[config.mk]
export PLATFORM = sky130hd
export DESIGN_NAME = regfile_sb
export DESIGN_NICKNAME = d
export VERILOG_FILES = /design/src/rtl/regfile_pkg.sv /design/src/rtl/regfile_rdport.sv /design/src/rtl/regfile_sb.sv
export SDC_FILE = /design/constraint.sdc
export NUM_CORES = 2
export LEC_CHECK = 0
export CORE_MARGIN = 2
export CORE_UTILIZATION = 50
export DETAILED_ROUTE_END_ITERATION = 8
export PLACE_DENSITY = 0.66
export SLEW_MARGIN = 0
export SYNTH_ARGS = -nofsm -noshare
export SYNTH_HDL_FRONTEND = slang
export SYNTH_SLANG_ARGS = --single-unit
[constraint.sdc]
create_clock -name clk -period 13.1 [get_ports clk]
set_clock_uncertainty 0.15 [all_clocks]
set_input_delay 1.31 -clock clk [delete_from_list [all_inputs] [get_ports clk]]
set_output_delay 1.31 -clock clk [all_outputs]
set_load 0.01 [all_outputs]
[src/rtl/regfile_pkg.sv]
// regfile_pkg: shared defaults and register-index type for the scoreboarded register file
package regfile_pkg;
  localparam int RF_WIDTH    = 64;
  localparam int RF_DEPTH    = 32;
  localparam int RF_NRD      = 2;
  localparam int RF_ZERO_REG = RF_DEPTH - 1;
  localparam int RF_AW       = $clog2(RF_DEPTH);
  typedef logic [RF_AW-1:0] reg_idx_t;
endpackage

[src/rtl/regfile_rdport.sv]
// regfile_rdport: one read port with zero-register masking, write-through bypass and busy lookup
module regfile_rdport
  import regfile_pkg::*;
#(
  parameter int WIDTH    = RF_WIDTH,
  parameter int DEPTH    = RF_DEPTH,
  parameter int ZERO_REG = DEPTH - 1,
  parameter int AW       = (DEPTH > 1) ? $clog2(DEPTH) : 1
) (
  input  logic [DEPTH-1:0][WIDTH-1:0] regs,
  input  logic [DEPTH-1:0]            busy,
  input  logic                        wr_valid,
  input  logic [AW-1:0]               wr_addr,
  input  logic [WIDTH-1:0]            wr_data,
  input  logic [AW-1:0]               rd_addr,
  output logic [WIDTH-1:0]            rd_data,
  output logic                        rd_busy
);
  localparam logic [AW-1:0] ZR = AW'(ZERO_REG);
  localparam logic [AW:0]   DW = (AW+1)'(DEPTH);
  logic ok, byp;
  always_comb begin
    ok      = (rd_addr != ZR) && ({1'b0, rd_addr} < DW);
    byp     = ok && wr_valid && (wr_addr == rd_addr);
    rd_data = !ok ? '0 : byp ? wr_data : regs[rd_addr];
    rd_busy = ok && !byp && busy[rd_addr];
  end
endmodule

[src/rtl/regfile_sb.sv]
// regfile_sb: multi-port register file with a per-register pending-producer scoreboard
module regfile_sb
  import regfile_pkg::*;
#(
  parameter int WIDTH    = RF_WIDTH,
  parameter int DEPTH    = RF_DEPTH,
  parameter int NRD      = RF_NRD,
  parameter int ZERO_REG = DEPTH - 1,
  localparam int AW      = (DEPTH > 1) ? $clog2(DEPTH) : 1
) (
  input  logic                      clk,
  input  logic                      reset,
  input  logic                      wr_en,
  input  logic [AW-1:0]             wr_addr,
  input  logic [WIDTH-1:0]          wr_data,
  input  logic [NRD-1:0][AW-1:0]    rd_addr,
  output logic [NRD-1:0][WIDTH-1:0] rd_data,
  output logic [NRD-1:0]            rd_busy,
  input  logic                      rsv_en,
  input  logic [AW-1:0]             rsv_addr,
  output logic                      rsv_ack,
  input  logic                      flush,
  output logic [AW:0]               busy_cnt
);
  localparam logic [AW-1:0] ZR = AW'(ZERO_REG);
  localparam logic [AW:0]   DW = (AW+1)'(DEPTH);
  logic [DEPTH-1:0][WIDTH-1:0] regs;
  logic [DEPTH-1:0]            busy, busy_nxt;
  logic [AW:0]                 cnt_nxt;
  logic                        wr_valid, rsv_ok, rsv_busy;
  // Gating with reset keeps bypass and ack quiet while the array is held clear
  always_comb begin
    wr_valid = reset && wr_en && (wr_addr != ZR) && ({1'b0, wr_addr} < DW);
    rsv_ok   = (rsv_addr != ZR) && ({1'b0, rsv_addr} < DW);
    rsv_busy = rsv_ok && busy[rsv_addr] && !(wr_valid && (wr_addr == rsv_addr));
    rsv_ack  = reset && rsv_en && rsv_ok && !rsv_busy && !flush;
  end
  always_comb begin
    busy_nxt = busy;
    if (wr_valid) busy_nxt[wr_addr] = 1'b0;
    if (rsv_ack) busy_nxt[rsv_addr] = 1'b1;
    if (flush) busy_nxt = '0;
    cnt_nxt = '0;
    for (int i = 0; i < DEPTH; i++) cnt_nxt = cnt_nxt + (AW+1)'(busy_nxt[i]);
  end
  always_ff @(posedge clk or negedge reset) begin
    if (!reset) begin
      regs     <= '0;
      busy     <= '0;
      busy_cnt <= '0;
    end else begin
      if (wr_valid) regs[wr_addr] <= wr_data;
      busy     <= busy_nxt;
      busy_cnt <= cnt_nxt;
    end
  end
  for (genvar p = 0; p < NRD; p++) begin : g_rd
    regfile_rdport #(
      .WIDTH(WIDTH), .DEPTH(DEPTH), .ZERO_REG(ZERO_REG), .AW(AW)
    ) u_rd (
      .regs(regs), .busy(busy), .wr_valid(wr_valid), .wr_addr(wr_addr),
      .wr_data(wr_data), .rd_addr(rd_addr[p]), .rd_data(rd_data[p]), .rd_busy(rd_busy[p])
    );
  end
endmodule

======== Word-level counts from Yosys, hierarchy flattened ========
Cells that the tools add are included.
word-level totals
  bits in registers ....................... 2,086
  input port bits ......................... 89
  output and inout bits ................... 137
  logic and storage cells ................. 129
cells by class
  add/subtract/negate cells ............... 31
  $lt $le $gt $ge ......................... 6
  equal/unequal tests ..................... 7
  muxes and demuxes ....................... 24
  bitwise logic cells ..................... 3
  reductions and logical operators ........ 24
operator list
  kind                                                                                  number
  2048-bit bitwise mux                                                                  1
  64-bit binary-select mux with 5-bit select                                            2
  64-bit 2-to-1 mux                                                                     7
  64-bit demux with 5-bit select                                                        1
  6-bit by 1-bit adder with 6-bit output                                                26
  32-bit 2-to-1 mux                                                                     3
  32-bit bitwise AND                                                                    1
  32-bit inverter                                                                       1
  32-bit OR                                                                             1
  5-bit by 6-bit < comparator with 1-bit output (second input constant)                 4
  5-bit != test (second input constant)                                                 4
  1-bit logical AND                                                                     19
  1-bit binary-select mux with 5-bit select                                             3
  5-bit == test                                                                         3
  1-bit demux with 5-bit select                                                         2
  5-bit by 1-bit greater-or-equal comparator with 1-bit output (second input constant)  2
  5-bit by 1-bit adder with 6-bit output                                                1
  4-bit by 1-bit adder with 5-bit output                                                1
  1-bit zero test                                                                       5
  1-bit 2-to-1 mux                                                                      5
  3-bit by 1-bit adder with 4-bit output                                                1
  2-bit by 1-bit adder with 3-bit output                                                1
  1-bit by 1-bit adder with 2-bit output                                                1

======== Longest topological paths before layout ========
  depth after elaboration ................. 41
  depth in mapped cells ................... 26
  gate-level depth less buffers ........... 23

======== By module ========
A second synthesis with hierarchy kept.
unflattened totals
  cell total of the unflattened synthesis .. 7,986
  area, all modules ....................... 113,822.9 µm²
modules (own cells, without submodules)
  module          times used  cells an instance  area each (µm²)  sequential area each (µm²)
  regfile_sb      1           4,822              78,661.7         52,200.1
  regfile_rdport  2           1,582              17,580.6         0.0

======== Least setup slack after synthesis ========
No wires, ideal clock.
  path type ............................... input -> register
  start ................................... in rsv_addr[0]
  end ..................................... reg busy_cnt[4]
  library setup time ...................... 0.123 ns
  arrival ................................. 7.195 ns
  data required time ...................... 12.827 ns
  path slack .............................. 5.633 ns
  cell stages on the path ................. 26
  path buffers ............................ 3
  path through ............................ buf_2 buf_6 mux4_2 nand3_1 o21ai_0 a311oi_2 a21oi_2 buf_2 o32ai_1 fa_1 fa_1 inv_1 fa_1 inv_1 fa_1 fa_1 inv_1 fa_1 inv_1 ha_1 inv_1 fa_1 inv_1 a21o_1 a21oi_1 xnor2_1
on the way
  elaborated cells on any way between the ends .. 51
  those cells by class .................... add/sub (31); order compare (2); eq/ne (2); mux (6); bitwise (1); reduce/logical (9)
RTL lines
  element                                                                                                line              source
  start: declaration                                                                                     regfile_sb.sv:20  input logic [AW-1:0] rsv_addr,
  parallel branches: the longest is 7 deep, another holds 5-bit by 6-bit < comparator with 1-bit output  --
  32-bit 2-to-1 mux *                                                                                    regfile_sb.sv:41  if (rsv_ack) busy_nxt[rsv_addr] = 1'b1;
  32-bit 2-to-1 mux *                                                                                    regfile_sb.sv:42  if (flush) busy_nxt = '0;
  net busy_nxt[15]                                                                                       regfile_sb.sv:28  logic [DEPTH-1:0] busy, busy_nxt;
  6-bit by 1-bit adder with 6-bit output * (17 in a row)                                                 regfile_sb.sv:44  for (int i = 0; i < DEPTH; i++) cnt_nxt = cnt_nxt + (AW+1)'(busy_nxt[i]);
  net cnt_nxt[4]                                                                                         regfile_sb.sv:29  logic [AW:0] cnt_nxt;
  end signal: assignment                                                                                 regfile_sb.sv:54  busy_cnt <= cnt_nxt;
  end: declaration                                                                                       regfile_sb.sv:23  output logic [AW:0] busy_cnt
Mark *: on every way through the listed nets, which the timed path passes. The select of a mux whose other input is x is not followed.
A chain may end at the register's enable or synchronous reset.

======== Worst setup path in the final report ========
  start ................................... in wr_addr[3]
  end ..................................... reg busy_cnt[4]
on the way
  elaborated cells on any way between the ends .. 51
  those cells by class .................... add/sub (31); order compare (2); eq/ne (2); mux (5); bitwise (3); reduce/logical (8)
RTL lines
  element                                                                                      line                                source
  start: declaration                                                                           regfile_sb.sv:14                    input logic [AW-1:0] wr_addr,
  5-bit by 6-bit < comparator with 1-bit output (implied by the code) (tied with other cells)  regfile_sb.sv:40                    if (wr_valid) busy_nxt[wr_addr] = 1'b0;
  1-bit logical AND, on equally long branches                                                  regfile_sb.sv:40, regfile_sb.sv:33
  1-bit 2-to-1 mux (implied by the code) / 1-bit logical AND (equally long branches)           regfile_sb.sv:40, regfile_sb.sv:35
  1-bit demux with 5-bit select / 1-bit zero test (equally long branches)                      regfile_sb.sv:40, regfile_sb.sv:35
  32-bit inverter (no source line) / 1-bit logical AND (equally long branches)                 --
  32-bit bitwise AND (no source line) / 1-bit zero test (equally long branches)                --
  32-bit 2-to-1 mux / 1-bit logical AND (equally long branches)                                regfile_sb.sv:40, regfile_sb.sv:36
  32-bit OR (no source line) / 1-bit logical AND (equally long branches)                       --
  32-bit 2-to-1 mux *                                                                          regfile_sb.sv:41
  32-bit 2-to-1 mux *                                                                          regfile_sb.sv:42
  net busy_nxt[19]                                                                             regfile_sb.sv:28
  6-bit by 1-bit adder with 6-bit output * (13 in a row)                                       regfile_sb.sv:44
  net cnt_nxt[4]                                                                               regfile_sb.sv:29
Mark *: on every way through the listed nets, which the timed path passes. The rest lies on a longest branch.

==> results_dict.tcl <==
set metrics [dict create \
    core_area_um2 225000 \
    whs_ps 242 \
    finalCritPeriodShare_pct 64.6 \
    worstPathArrival_ps 9060 \
    nets 7679 \
    cts_resized 0 \
    cts_buffer_depth 3 \
    ys_types 66 \
    rsz0062_at_grt "false" \
    numPortBuffers 225 \
    n_fill_cell 18100 \
    chipWidth_um 481 \
    grt_max_degree 157 \
    synth_warnings 0 \
    cp_cell_sequence "clkdlybuf4s50_1 -> nor3b_1 -> nand3_4 -> nand3b_1 -> o31ai_1 -> fa_1 -> inv_1 -> fa_1 -> inv_1 -> fa_1 -> fa_1 -> fa_1 -> inv_1 -> fa_1 -> inv_1 -> ha_1 -> inv_1 -> fa_1 -> inv_1 -> a21o_1 -> a21oi_1 -> xnor2_1" \
    grt_use_total_pct 33.2 \
    post_synth.cell_area_avg_um2 14.5 \
    crit_slowest_cell "nor3b_1" \
    drt_iter0_markers 8610 \
    detailed_place_hpwl_mm 207 \
    postRouteAntennaNets 0 \
    ys_seq_area_share_pct 45.9 \
    vias_per_cell 6.97 \
    num_rows 174 \
    hold_viol_final 0 \
    status "complete, no violations" \
    vias 74900 \
    clk_pin_slew_ps 60 \
    holdBufCountCts 0 \
    grt_antenna_before_repair 24 \
    dr.pass1.iters 5 \
    postCtsSetupRepairBufs 0 \
    endpoint_kind "register" \
    max_freq_mhz 118 \
    grt_pass1_vias 77300 \
    die_area_um2 231000 \
    synth_edf_count 0 \
    synth_common_cells "dfrtp_1 (2086), mux2_2 (1868), mux4_2 (996), clkbuf_1 (496), mux2i_1 (394)" \
    htree_levels 4 \
    wl_per_cell_um 35.5 \
    synth_flop_cell "dfrtp_1" \
    start_util_pct 50.4 \
    syn-cell-area_um2 114000 \
    synthXorXnorAreaFrac_pct 0.131 \
    cts_tree "done" \
    crit_fanout 40 \
    routed_wl_mm 382 \
    ioPinCount 226 \
    hp-class "register to register" \
    die_h_um 481 \
    synth_top_family_by_area "multiplexers" \
    p_leak_nw 54.7 \
    yosysTopAreaCell "dfrtp_1" \
    synth_compound_area_share_pct 4.74 \
    max_stage_delay_ps 1160 \
    synth_area_leaders "dfrtp_1 (46%), mux4_2 (20%), mux2_2 (19%), mux2i_1 (3.5%), clkbuf_1 (1.6%)" \
    setup_viol 0 \
    startpoint_type "input pin" \
    area_delta_synth_final_pct 9.76 \
    yosys.area_share.adder_pct 0.500 \
    peakVddDrop_v 0.000126 \
    slew_viol_final 0 \
    ff_latch_area_um2 52200 \
    p_per_area_nw_per_um2 139 \
    path_common_cell "fa_1" \
    synth_most_common_cell "dfrtp_1" \
    cp_top_family "adder cells" \
    numCtsBuffers 224 \
    cp.required_ps 13690 \
    grt_pass1_wl_mm 557 \
    synth_simple_gate_area_share_pct 2.84 \
    place.gp.congestion 0.879 \
    finalSetupTns_ps 0 \
    drive_gt1_share_pct 45.2 \
    path_class "input pin to register" \
    slew_headroom_pct 13.7 \
    synth_top_area_share_pct 45.9 \
    syn_nets 7955 \
    cts_root_buffer "clkbuf_16" \
    period_minus_slack_ps 8470 \
    synth_cells 7835 \
    cap_violations 0 \
    tightest_slew_ps 1300 \
    postSynth.asyncResetShare_pct 100 \
    worst-path-buf-inv 7 \
    synth.area.mux_share_pct 41.7 \
    drcViolationCount 0 \
    ys_seq_elements 2086 \
    multi_input_area_um2 57100 \
    insertion_delay_ps 860 \
    grt_overflow 0 \
    clock_sinks 2086 \
]
## routing by layer
metal | wire length, um | part of all wire (%) | global-route usage [%]
met5 | 125 | 0.033 | 0
met1 | 152000 | 40 | 45.7
met2 | 175000 | 46 | 50.7
met3 | 35200 | 9.2 | 7.33
met4 | 19000 | 5.0 | 14.8
## registers in the layout (all words and copies together) (netlist names)
signal and count:
busy 32, busy_cnt 6, regs 2048
## metrics by stage
stage / cell area (um2) / utilization, % / setup WS [ps] / cells / power [mW]
floorplan: 114000 / - / 5630 / 7835 / 9.94
global placement: 117000 / 52.0 / 3810 / 10300 / 10.8
detailed placement: 117000 / 52.0 / 3810 / 10300 / 11.0
CTS: 125000 / 55.3 / 4710 / 10700 / 17.4
global route: 125000 / 55.3 / 4370 / 10700 / 18.0
finish: 125000 / 55.3 / 4630 / 10700 / 17.3
## placed cells by master, fill, tap and decap left out, drive strengths merged, types with 113 or more instances in the layout
cell type / count
mux2: 1868
a221oi: 113
mux2i: 394
clkbuf: 346
clkdlybuf4s50: 214
nor2: 123
o21ai: 214
nand2: 298
mux4: 996
buf: 204
dfrtp: 2086
## area by class of cell
class	count	area share [%]
clock inverters	64	0.524
repair buffers	419	3.24
multi-input cells	4782	45.8
flip-flops and latches	2086	41.9
diodes	10	0.0201
clock buffers	345	5.40
inverters	46	0.157
well taps	2992	3.00
## kinds of logic after synthesis
group	after synthesis
AND/OR/NAND/NOR	697
AO/OA/AOI/OAI	779
XOR/XNOR	17
buffers and inverters	967
adder cells (fa/ha/maj)	31
multiplexers	3258
flip-flops	2086
## power by group
group,internal (mW),switching [mW]
clock network,3.69,2.71
registers,7.26,0.588
logic,1.69,1.35
total,12.6,4.66
## worst reg2reg max path: cells and delay by family (launching register included)
kind / cells / cell delay [ps]
xor gates and xnor gates: 1 / 130
buffers and inverters: 7 / 630
adders and majority gates: 8 / 3570
AOI/OAI and AO/OA: 5 / 1060
and+or+nand+nor: 1 / 200
DFF: 1 / 480
muxes: 1 / 510
## final timing paths
| kind | startpoint | end | slack (ps) | cells after the start |
|---|---|---|---|---|
| hold reg to reg | regs[1989] | regs[1989] | 240 | 0 |
| setup / recovery | wr_addr[3] | busy_cnt[4] | 4630 | 22 |
| setup reg to reg | busy[23] | busy_cnt[4] | 6240 | 23 |
| min in group asynchronous | reset | regs[698] | 250 | 1 |
| hold / removal | regs[1989] | regs[1989] | 240 | 0 |
| max in group asynchronous | reset | regs[1181] | 6570 | 8 |
Note: power is estimated with default switching activity, not from simulation.
